$ cat src/rtl/uart_tx_core_if.sv
// Byte handshake between a byte-producing controller (master) and uart_tx_core (slave).
interface uart_tx_core_if;
  logic [7:0] d_in;
  logic       tx_en;
  logic       start;
  logic       busy;
  logic       done;

  modport master (
    output d_in,
    output tx_en,
    input  start,
    input  busy,
    input  done
  );

  modport slave (
    input  d_in,
    input  tx_en,
    output start,
    output busy,
    output done
  );
endinterface

$ cat src/rtl/uart_tx_core.sv
// 8N1 UART transmitter with a gated, frame-aligned baud generator and registered outputs.
// Define UART_TX_PARITY_EN to insert an even-parity bit between the data and stop bits.
module uart_tx_core #(
  parameter int CLK_FREQ = 100_000_000,
  parameter int BAUD     = 115200
) (
  input  logic          clk,
  input  logic          rst,
  uart_tx_core_if.slave host,
  output logic          seri_out,
  output logic          baud_tick,
  output logic          tick_8x
);
  localparam int BIT_CYC = CLK_FREQ / BAUD;
  localparam int SUB_CYC = BIT_CYC / 8;
  localparam int BW      = $clog2(BIT_CYC);
  localparam int SW      = $clog2(SUB_CYC);
  localparam logic [BW-1:0] BIT_LAST = BW'(BIT_CYC - 1);
  localparam logic [SW-1:0] SUB_LAST = SW'(SUB_CYC - 1);

`ifdef UART_TX_PARITY_EN
  typedef enum logic [2:0] {IDLE, START, DATA, PARITY, STOP} state_t;
`else
  typedef enum logic [2:0] {IDLE, START, DATA, STOP} state_t;
`endif

  state_t        state_reg;
  logic [7:0]    shreg_reg;
  logic [2:0]    idx_reg;
  logic [BW-1:0] bit_cnt_reg;
  logic [SW-1:0] sub_cnt_reg;
  logic          start_reg;
  logic          busy_reg;
  logic          done_reg;
  logic          seri_reg;
  logic          baud_tick_reg;
  logic          tick_8x_reg;
`ifdef UART_TX_PARITY_EN
  logic          parity_reg;
`endif

  logic [BW-1:0] bit_cnt_next;
  logic [SW-1:0] sub_cnt_next;
  logic          frame_end;

  always_comb begin
    bit_cnt_next = (bit_cnt_reg == BIT_LAST) ? '0 : bit_cnt_reg + BW'(1);
    sub_cnt_next = (sub_cnt_reg == SUB_LAST) ? '0 : sub_cnt_reg + SW'(1);
    frame_end    = (state_reg == STOP) && baud_tick_reg;
  end

  always_ff @(posedge clk or negedge rst) begin
    if (!rst) begin
      state_reg     <= IDLE;
      shreg_reg     <= '0;
      idx_reg       <= '0;
      bit_cnt_reg   <= '0;
      sub_cnt_reg   <= '0;
      start_reg     <= 1'b0;
      busy_reg      <= 1'b0;
      done_reg      <= 1'b0;
      seri_reg      <= 1'b1;
      baud_tick_reg <= 1'b0;
      tick_8x_reg   <= 1'b0;
`ifdef UART_TX_PARITY_EN
      parity_reg    <= 1'b0;
`endif
    end else begin
      start_reg <= 1'b0;
      done_reg  <= 1'b0;

      // Ticks are looked ahead one cycle so they line up with the counter value they flag.
      if (busy_reg && !frame_end) begin
        bit_cnt_reg   <= bit_cnt_next;
        sub_cnt_reg   <= sub_cnt_next;
        baud_tick_reg <= (bit_cnt_next == BIT_LAST);
        tick_8x_reg   <= (sub_cnt_next == SUB_LAST);
      end else begin
        bit_cnt_reg   <= '0;
        sub_cnt_reg   <= '0;
        baud_tick_reg <= 1'b0;
        tick_8x_reg   <= 1'b0;
      end

      case (state_reg)
        IDLE: begin
          seri_reg <= 1'b1;
          if (host.tx_en) begin
            shreg_reg <= host.d_in;
`ifdef UART_TX_PARITY_EN
            parity_reg <= ^host.d_in;
`endif
            start_reg <= 1'b1;
            busy_reg  <= 1'b1;
            seri_reg  <= 1'b0;
            state_reg <= START;
          end
        end
        START: begin
          if (baud_tick_reg) begin
            seri_reg  <= shreg_reg[0];
            idx_reg   <= '0;
            state_reg <= DATA;
          end
        end
        DATA: begin
          if (baud_tick_reg) begin
            shreg_reg <= {1'b0, shreg_reg[7:1]};
            if (idx_reg == 3'd7) begin
`ifdef UART_TX_PARITY_EN
              seri_reg  <= parity_reg;
              state_reg <= PARITY;
`else
              seri_reg  <= 1'b1;
              state_reg <= STOP;
`endif
            end else begin
              idx_reg  <= idx_reg + 3'd1;
              seri_reg <= shreg_reg[1];
            end
          end
        end
`ifdef UART_TX_PARITY_EN
        PARITY: begin
          if (baud_tick_reg) begin
            seri_reg  <= 1'b1;
            state_reg <= STOP;
          end
        end
`endif
        STOP: begin
          seri_reg <= 1'b1;
          if (baud_tick_reg) begin
            done_reg  <= 1'b1;
            busy_reg  <= 1'b0;
            state_reg <= IDLE;
          end
        end
        default: begin
          seri_reg  <= 1'b1;
          busy_reg  <= 1'b0;
          state_reg <= IDLE;
        end
      endcase
    end
  end

  assign host.start = start_reg;
  assign host.busy  = busy_reg;
  assign host.done  = done_reg;
  assign seri_out   = seri_reg;
  assign baud_tick  = baud_tick_reg;
  assign tick_8x    = tick_8x_reg;
endmodule

$ cat src/flat_wrapper.sv
// flat-port wrapper written by rule: the top's interface ports become plain ports
module uart_tx_core_flat 
#(
  parameter int CLK_FREQ = 100_000_000,
  parameter int BAUD     = 115200
)
  (clk, rst, seri_out, baud_tick, tick_8x, host_d_in, host_tx_en, host_start, host_busy, host_done);
  uart_tx_core_if host_i ();
  input  logic clk;
  input  logic rst;
  output logic seri_out;
  output logic baud_tick;
  output logic tick_8x;
  input wire logic [$bits(host_i.d_in)-1:0] host_d_in;
  input wire logic [$bits(host_i.tx_en)-1:0] host_tx_en;
  output wire logic [$bits(host_i.start)-1:0] host_start;
  output wire logic [$bits(host_i.busy)-1:0] host_busy;
  output wire logic [$bits(host_i.done)-1:0] host_done;
  assign host_i.d_in = host_d_in;
  assign host_i.tx_en = host_tx_en;
  assign host_start = host_i.start;
  assign host_busy = host_i.busy;
  assign host_done = host_i.done;
  uart_tx_core #(.CLK_FREQ(CLK_FREQ), .BAUD(BAUD)) u_core (.clk(clk), .rst(rst), .host(host_i), .seri_out(seri_out), .baud_tick(baud_tick), .tick_8x(tick_8x));
endmodule
$ cat config.mk
export PLATFORM = sky130hd
export DESIGN_NAME = uart_tx_core_flat
export DESIGN_NICKNAME = d
export VERILOG_FILES = /design/src/rtl/uart_tx_core_if.sv /design/src/rtl/uart_tx_core.sv /design/src/flat_wrapper.sv
export SDC_FILE = /design/constraint.sdc
export NUM_CORES = 1
export LEC_CHECK = 0
export ABC_AREA = 1
export CORE_UTILIZATION = 50
export CTS_CLUSTER_DIAMETER = 40
export DETAILED_ROUTE_END_ITERATION = 6
export HOLD_SLACK_MARGIN = 0.05
export PLACE_DENSITY = 0.78
export SKIP_LAST_GASP = 1
export SYNTH_ARGS = -nofsm -noshare
export SYNTH_HDL_FRONTEND = slang
export SYNTH_SLANG_ARGS = --single-unit
export TNS_END_PERCENT = 100
$ cat constraint.sdc
create_clock -name clk -period 1.95 [get_ports clk]
set_input_delay 0.2925 -clock clk [delete_from_list [all_inputs] [get_ports clk]]
set_output_delay 0.2925 -clock clk [all_outputs]
set_load 0.01 [all_outputs]
=== Word-level counts from Yosys, hierarchy flattened ===
Index checks and enable logic that the tools add are counted.

* Flip-flop bits (word level): 37
* Output and inout bits: 6
* Latch bits: 0
* Memories: 0
* Bits of input ports: 11
* RAM bits: 0
* Word-level logic and storage cells: 71
* Memory bits (read-only): 0

* Mux-type cells: 30
* $mul: 0
* Div/mod/pow operators: 0
* Add/sub/neg operators: 3
* Bitwise logic cells: 1
* Shifts and indexed selects: 0
* Eq/ne operators: 14
* Reductions and logical operators: 12
* Magnitude comparators: 0

{| class="wikitable"
|+ Operators with widths
! kind !! number
|-
| 3-bit two-way mux || 7
|-
| 10-bit equality test (second input constant) || 2
|-
| 10-bit two-way mux || 2
|-
| 8-bit two-way mux || 2
|-
| 8-bit case mux with 2 select lines || 1
|-
| 7-bit equality test (second input constant) || 2
|-
| 7-bit two-way mux || 2
|-
| 1-bit two-way mux || 12
|-
| 3-bit case mux with 4 select lines || 1
|-
| 10-bit by 1-bit adder with 10-bit output (second input constant) || 1
|-
| 2-bit by 1-bit != test with 1-bit output (second input constant) || 4
|-
| 7-bit by 1-bit adder with 7-bit output (second input constant) || 1
|-
| 3-bit by 2-bit equality test with 1-bit output (second input constant) || 2
|-
| 1-bit case mux with 3 select lines || 2
|-
| 3-bit case mux with 2 select lines || 1
|-
| 3-bit AND reduction || 2
|-
| 5-bit AND reduction || 1
|-
| 2-bit != test (second input constant) || 2
|-
| 4-bit AND reduction || 1
|-
| 2-bit nonzero test || 2
|-
| 3-bit by 1-bit adder with 3-bit output (second input constant) || 1
|-
| 3-bit by 1-bit equality test with 1-bit output (second input constant) || 1
|-
| 3-bit equality test (second input constant) || 1
|-
| 3-bit zero test || 1
|-
| other kinds (5) || 6
|}

=== Longest topological paths before layout ===
* Depth in word-level cells: 5
* Depth in mapped cells: 9

=== Worst setup path after synthesis ===
OpenSTA, ideal clock, no wires.

* Path kind: register to register
* From: reg u_core.state_reg[0]
* To: reg u_core.idx_reg[0]
* Setup time: 127 ps
* Cell stages (with the launch flop): 10
* Setup slack: 388 ps
* Path buffers: 1
* Arrival time: 1435 ps
* Clock period less this slack: 1562 ps
* Cells stage by stage: dfrtp_1 inv_1 ha_1 buf_2 nand2_1 inv_1 nor3_1 inv_1 nand2_1 o31ai_1

* Cells in the longest elaborated chain, start to end: 3
* Elaborated cells on any way between the ends: 8

{| class="wikitable"
|+ RTL lines
! what !! RTL line !! source
|-
| start: declaration || uart_tx_core.sv:27 || <nowiki>state_t state_reg;</nowiki>
|-
| start signal: assignment || uart_tx_core.sv:54 || <nowiki>state_reg <= IDLE;</nowiki>
|-
| start signal: assignment || uart_tx_core.sv:96 || <nowiki>state_reg <= START;</nowiki>
|-
| start signal: assignment || uart_tx_core.sv:103 || <nowiki>state_reg <= DATA;</nowiki>
|-
| 3-bit by 2-bit equality test with 1-bit output / 3-bit by 1-bit equality test with 1-bit output (equally long branches) || uart_tx_core.sv:85 || <nowiki>case (state_reg)</nowiki>
|-
| 2-bit != test (no line) (tied with other cells) || - ||
|-
| 4-bit AND reduction (no line) || - ||
|-
| end signal: assignment || uart_tx_core.sv:118 || <nowiki>idx_reg <= idx_reg + 3'd1;</nowiki>
|-
| end: declaration || uart_tx_core.sv:29 || <nowiki>logic [2:0] idx_reg;</nowiki>
|}

Parallel ways exist; a longest one is shown, timed or not.
A chain may end at the register's enable or synchronous reset.

=== Final worst setup path ===
* From: reg u_core.state_reg[0]
* To: reg u_core.shreg_reg[2]

* Cells in the longest elaborated chain, start to end: 3
* Elaborated cells on any way between the ends: 7

{| class="wikitable"
|+ RTL lines
! what !! RTL line !! source
|-
| 3-bit by 2-bit equality test with 1-bit output / 3-bit zero test (equally long branches) || uart_tx_core.sv:85 ||
|-
| 2-bit by 1-bit != test with 1-bit output (no line) (tied with other cells) || - ||
|-
| 3-bit AND reduction (no line) || - ||
|-
| end signal: assignment || uart_tx_core.sv:89 || <nowiki>shreg_reg <= host.d_in;</nowiki>
|-
| end signal: assignment || uart_tx_core.sv:108 || <nowiki>shreg_reg <= {1'b0, shreg_reg[7:1]};</nowiki>
|-
| end: declaration || uart_tx_core.sv:28 || <nowiki>logic [7:0] shreg_reg;</nowiki>
|}

Parallel ways exist; a longest one is shown, timed or not.

==> impl_metrics.tcl <==
set metrics [dict create \
    clock_sinks 36 \
    maxCapViolations 0 \
    total_power_mw 1.46 \
    drive_gt1_share_pct 6.77 \
    slew_headroom_pct 47.5 \
    place_hpwl_um 2480 \
    drtIter0Drc 98 \
    port_buffers 16 \
    drv_slew 0 \
    required_ns 2.15 \
    postCtsResizedCells 0 \
    post_cts_buffers 0 \
    drc 0 \
    nets 286 \
    whs_ns 0.0801 \
    fin_skew_ns 0.00924 \
    p_leak_nw 1.09 \
    cts_buffer_depth 2 \
    powerDensity_nw_per_um2 646 \
    max_freq_ghz 0.569 \
    insertion_delay_ns 0.29 \
    grt_setup_unrepaired "no" \
    ctsHoldBuffers 0 \
    final_common_cell "nand2_1" \
    reg2reg_depth 7 \
    finalHoldViolCount 0 \
    ys_seq_elements 36 \
    synth_area_um2 1920 \
    dieArea_um2 4100 \
    area_growth_pct 17.2 \
    worstMarginPinSlew_ns 0.787 \
    rows 22 \
    firstDrtPassIters 4 \
    worstHoldPathType "in2async" \
    rr_endpoint "u_core.shreg_reg[2]$_DFFE_PN0P_" \
    path_class "reg2reg" \
    clkTransAtPathRegs_ns 0.07 \
    root_buffer "clkbuf_8" \
    tns_ns 0 \
    most-common-layout-cells "nand2_1, nor2_1, inv_1" \
    grtUsageTotal_pct 19.1 \
    antenna_cells 0 \
    die_y_um 64.0 \
    grt_max_degree 37 \
    vias 1533 \
    status "completed" \
    avgSynthCellArea_um2 7.95 \
    wl_per_cell_um 10.9 \
    vias_per_cell 4.88 \
    utilization_pct 61.1 \
    setup_ws_ns 0.191 \
    regToRegSetupSlack_ns 0.19 \
    ioPinCount 17 \
    stdcell_count 314 \
    gp_congestion 0.882 \
    start_util_pct 52.2 \
    crit_arrival_ns 1.96 \
    critPathMaxFanout 16 \
    ir_drop_uv 515 \
    ys_types 27 \
    wl_um 3420 \
    coreArea_um2 3690 \
    dpl_worst_slack_ns 0.220 \
    h-tree-depth 2 \
    synthCells 242 \
    placed_cells 306 \
    worst_setup_path_end_kind "register" \
    detail-route-antenna-nets 0 \
    rr_startpoint "u_core.state_reg[0]$_DFFE_PN0P_" \
    grt_pass1_wl_um 6040 \
    fin_crit_sh_pct 90.2 \
    setup_viol 0 \
    period_needed_ns 1.76 \
    cts_tree "built" \
    yosysWarnings 0 \
    ys_seq_area_share_pct 46.9 \
    die_w_um 64.0 \
    grt_pass1_vias 1477 \
    antenna_found_initial 0 \
    largest_register_ffs 10 \
    syn-num-nets 263 \
    dpl_cell_area_um2 2140 \
    startpoint_type "register" \
    grt_overflow 0 \
    cts-buffers-inserted 5 \
    final_area_um2 2250 \
]
-- per-layer routing --
layer | GRT usage (%) | vias up | share of wire [%]
met5 | 0 | - | 0
met4 | 8.52 | 0 | 1.6
met3 | 4.29 | 6 | 3.6
met2 | 31.3 | 30 | 46
met1 | 24.2 | 682 | 49
li1 | - | 815 | -
-- power by group --
| part | switching (mW) | internal [mW] |
|---|---|---|
| sequential | 0.00305 | 0.755 |
| clock | 0.271 | 0.378 |
| combinational | 0.0263 | 0.0226 |
| total | 0.301 | 1.16 |
-- worst max path at each step --
stage | startpoint | to | slack [ns]
finish | u_core.state_reg[0]$_DFFE_PN0P_ | u_core.shreg_reg[2]$_DFFE_PN0P_ | 0.19
CTS | u_core.state_reg[0]$_DFFE_PN0P_ | u_core.shreg_reg[2]$_DFFE_PN0P_ | 0.21
global route | u_core.state_reg[0]$_DFFE_PN0P_ | u_core.state_reg[1]$_DFFE_PN0P_ | 0.06
global placement | u_core.state_reg[0]$_DFFE_PN0P_ | u_core.state_reg[0]$_DFFE_PN0P_ | 0.31
floorplan | u_core.state_reg[0]$_DFFE_PN0P_ | u_core.idx_reg[0]$_DFFE_PN0P_ | 0.39
detailed placement | u_core.state_reg[0]$_DFFE_PN0P_ | u_core.idx_reg[0]$_DFFE_PN0P_ | 0.22
-- worst max-delay path: stages (launching register included) --
cell      delay, ns
dfrtp_1        0.42
inv_1          0.10
ha_1           0.38
nor2_2         0.11
a211oi_4       0.22
buf_4          0.23
o211ai_1       0.11
o21ai_0        0.09
-- Yosys cell counts (all sizes together) --
master,number,share of area [%]
nor2,45,8.9
nand4,2,0.65
ha,10,6.5
nand2,45,8.8
xor2,2,0.91
dfrtp,35,46
o31ai,1,0.39
clkinv,1,0.19
a41oi,1,0.46
nor4,1,0.33
o21bai,2,0.78
o21ai,11,2.9
o211ai,5,2.0
a21oi,7,2.2
mux2i,1,0.52
a21o,1,0.39
nor3,4,1.0
nand3,21,5.5
dfstp,1,1.4
buf,3,1.1
a211oi,1,1.0
nand3b,1,0.39
xnor2,1,0.46
inv,40,7.8
-- layout make-up --
type | instances | area, um2
Fill cell | 338 | 1430
Clock buffer | 5 | 68.8
Multi-Input combinational cell | 162 | 850
Tap cell | 48 | 60.1
Clock inverter | 3 | 42.5
Sequential cell | 36 | 902
Timing Repair Buffer | 19 | 178
Inverter | 41 | 154
-- logic make-up after synthesis --
group / Yosys count / share of synthesized area, %
compound gates: 29 / 10.1
xor+xnor: 3 / 1.37
fa+ha+maj: 10 / 6.50
buf+inv: 44 / 9.10
flops: 36 / 46.9
mux: 1 / 0.520
simple gates: 119 / 25.6
No activity file was read; power rests on OpenSTA's default activity.
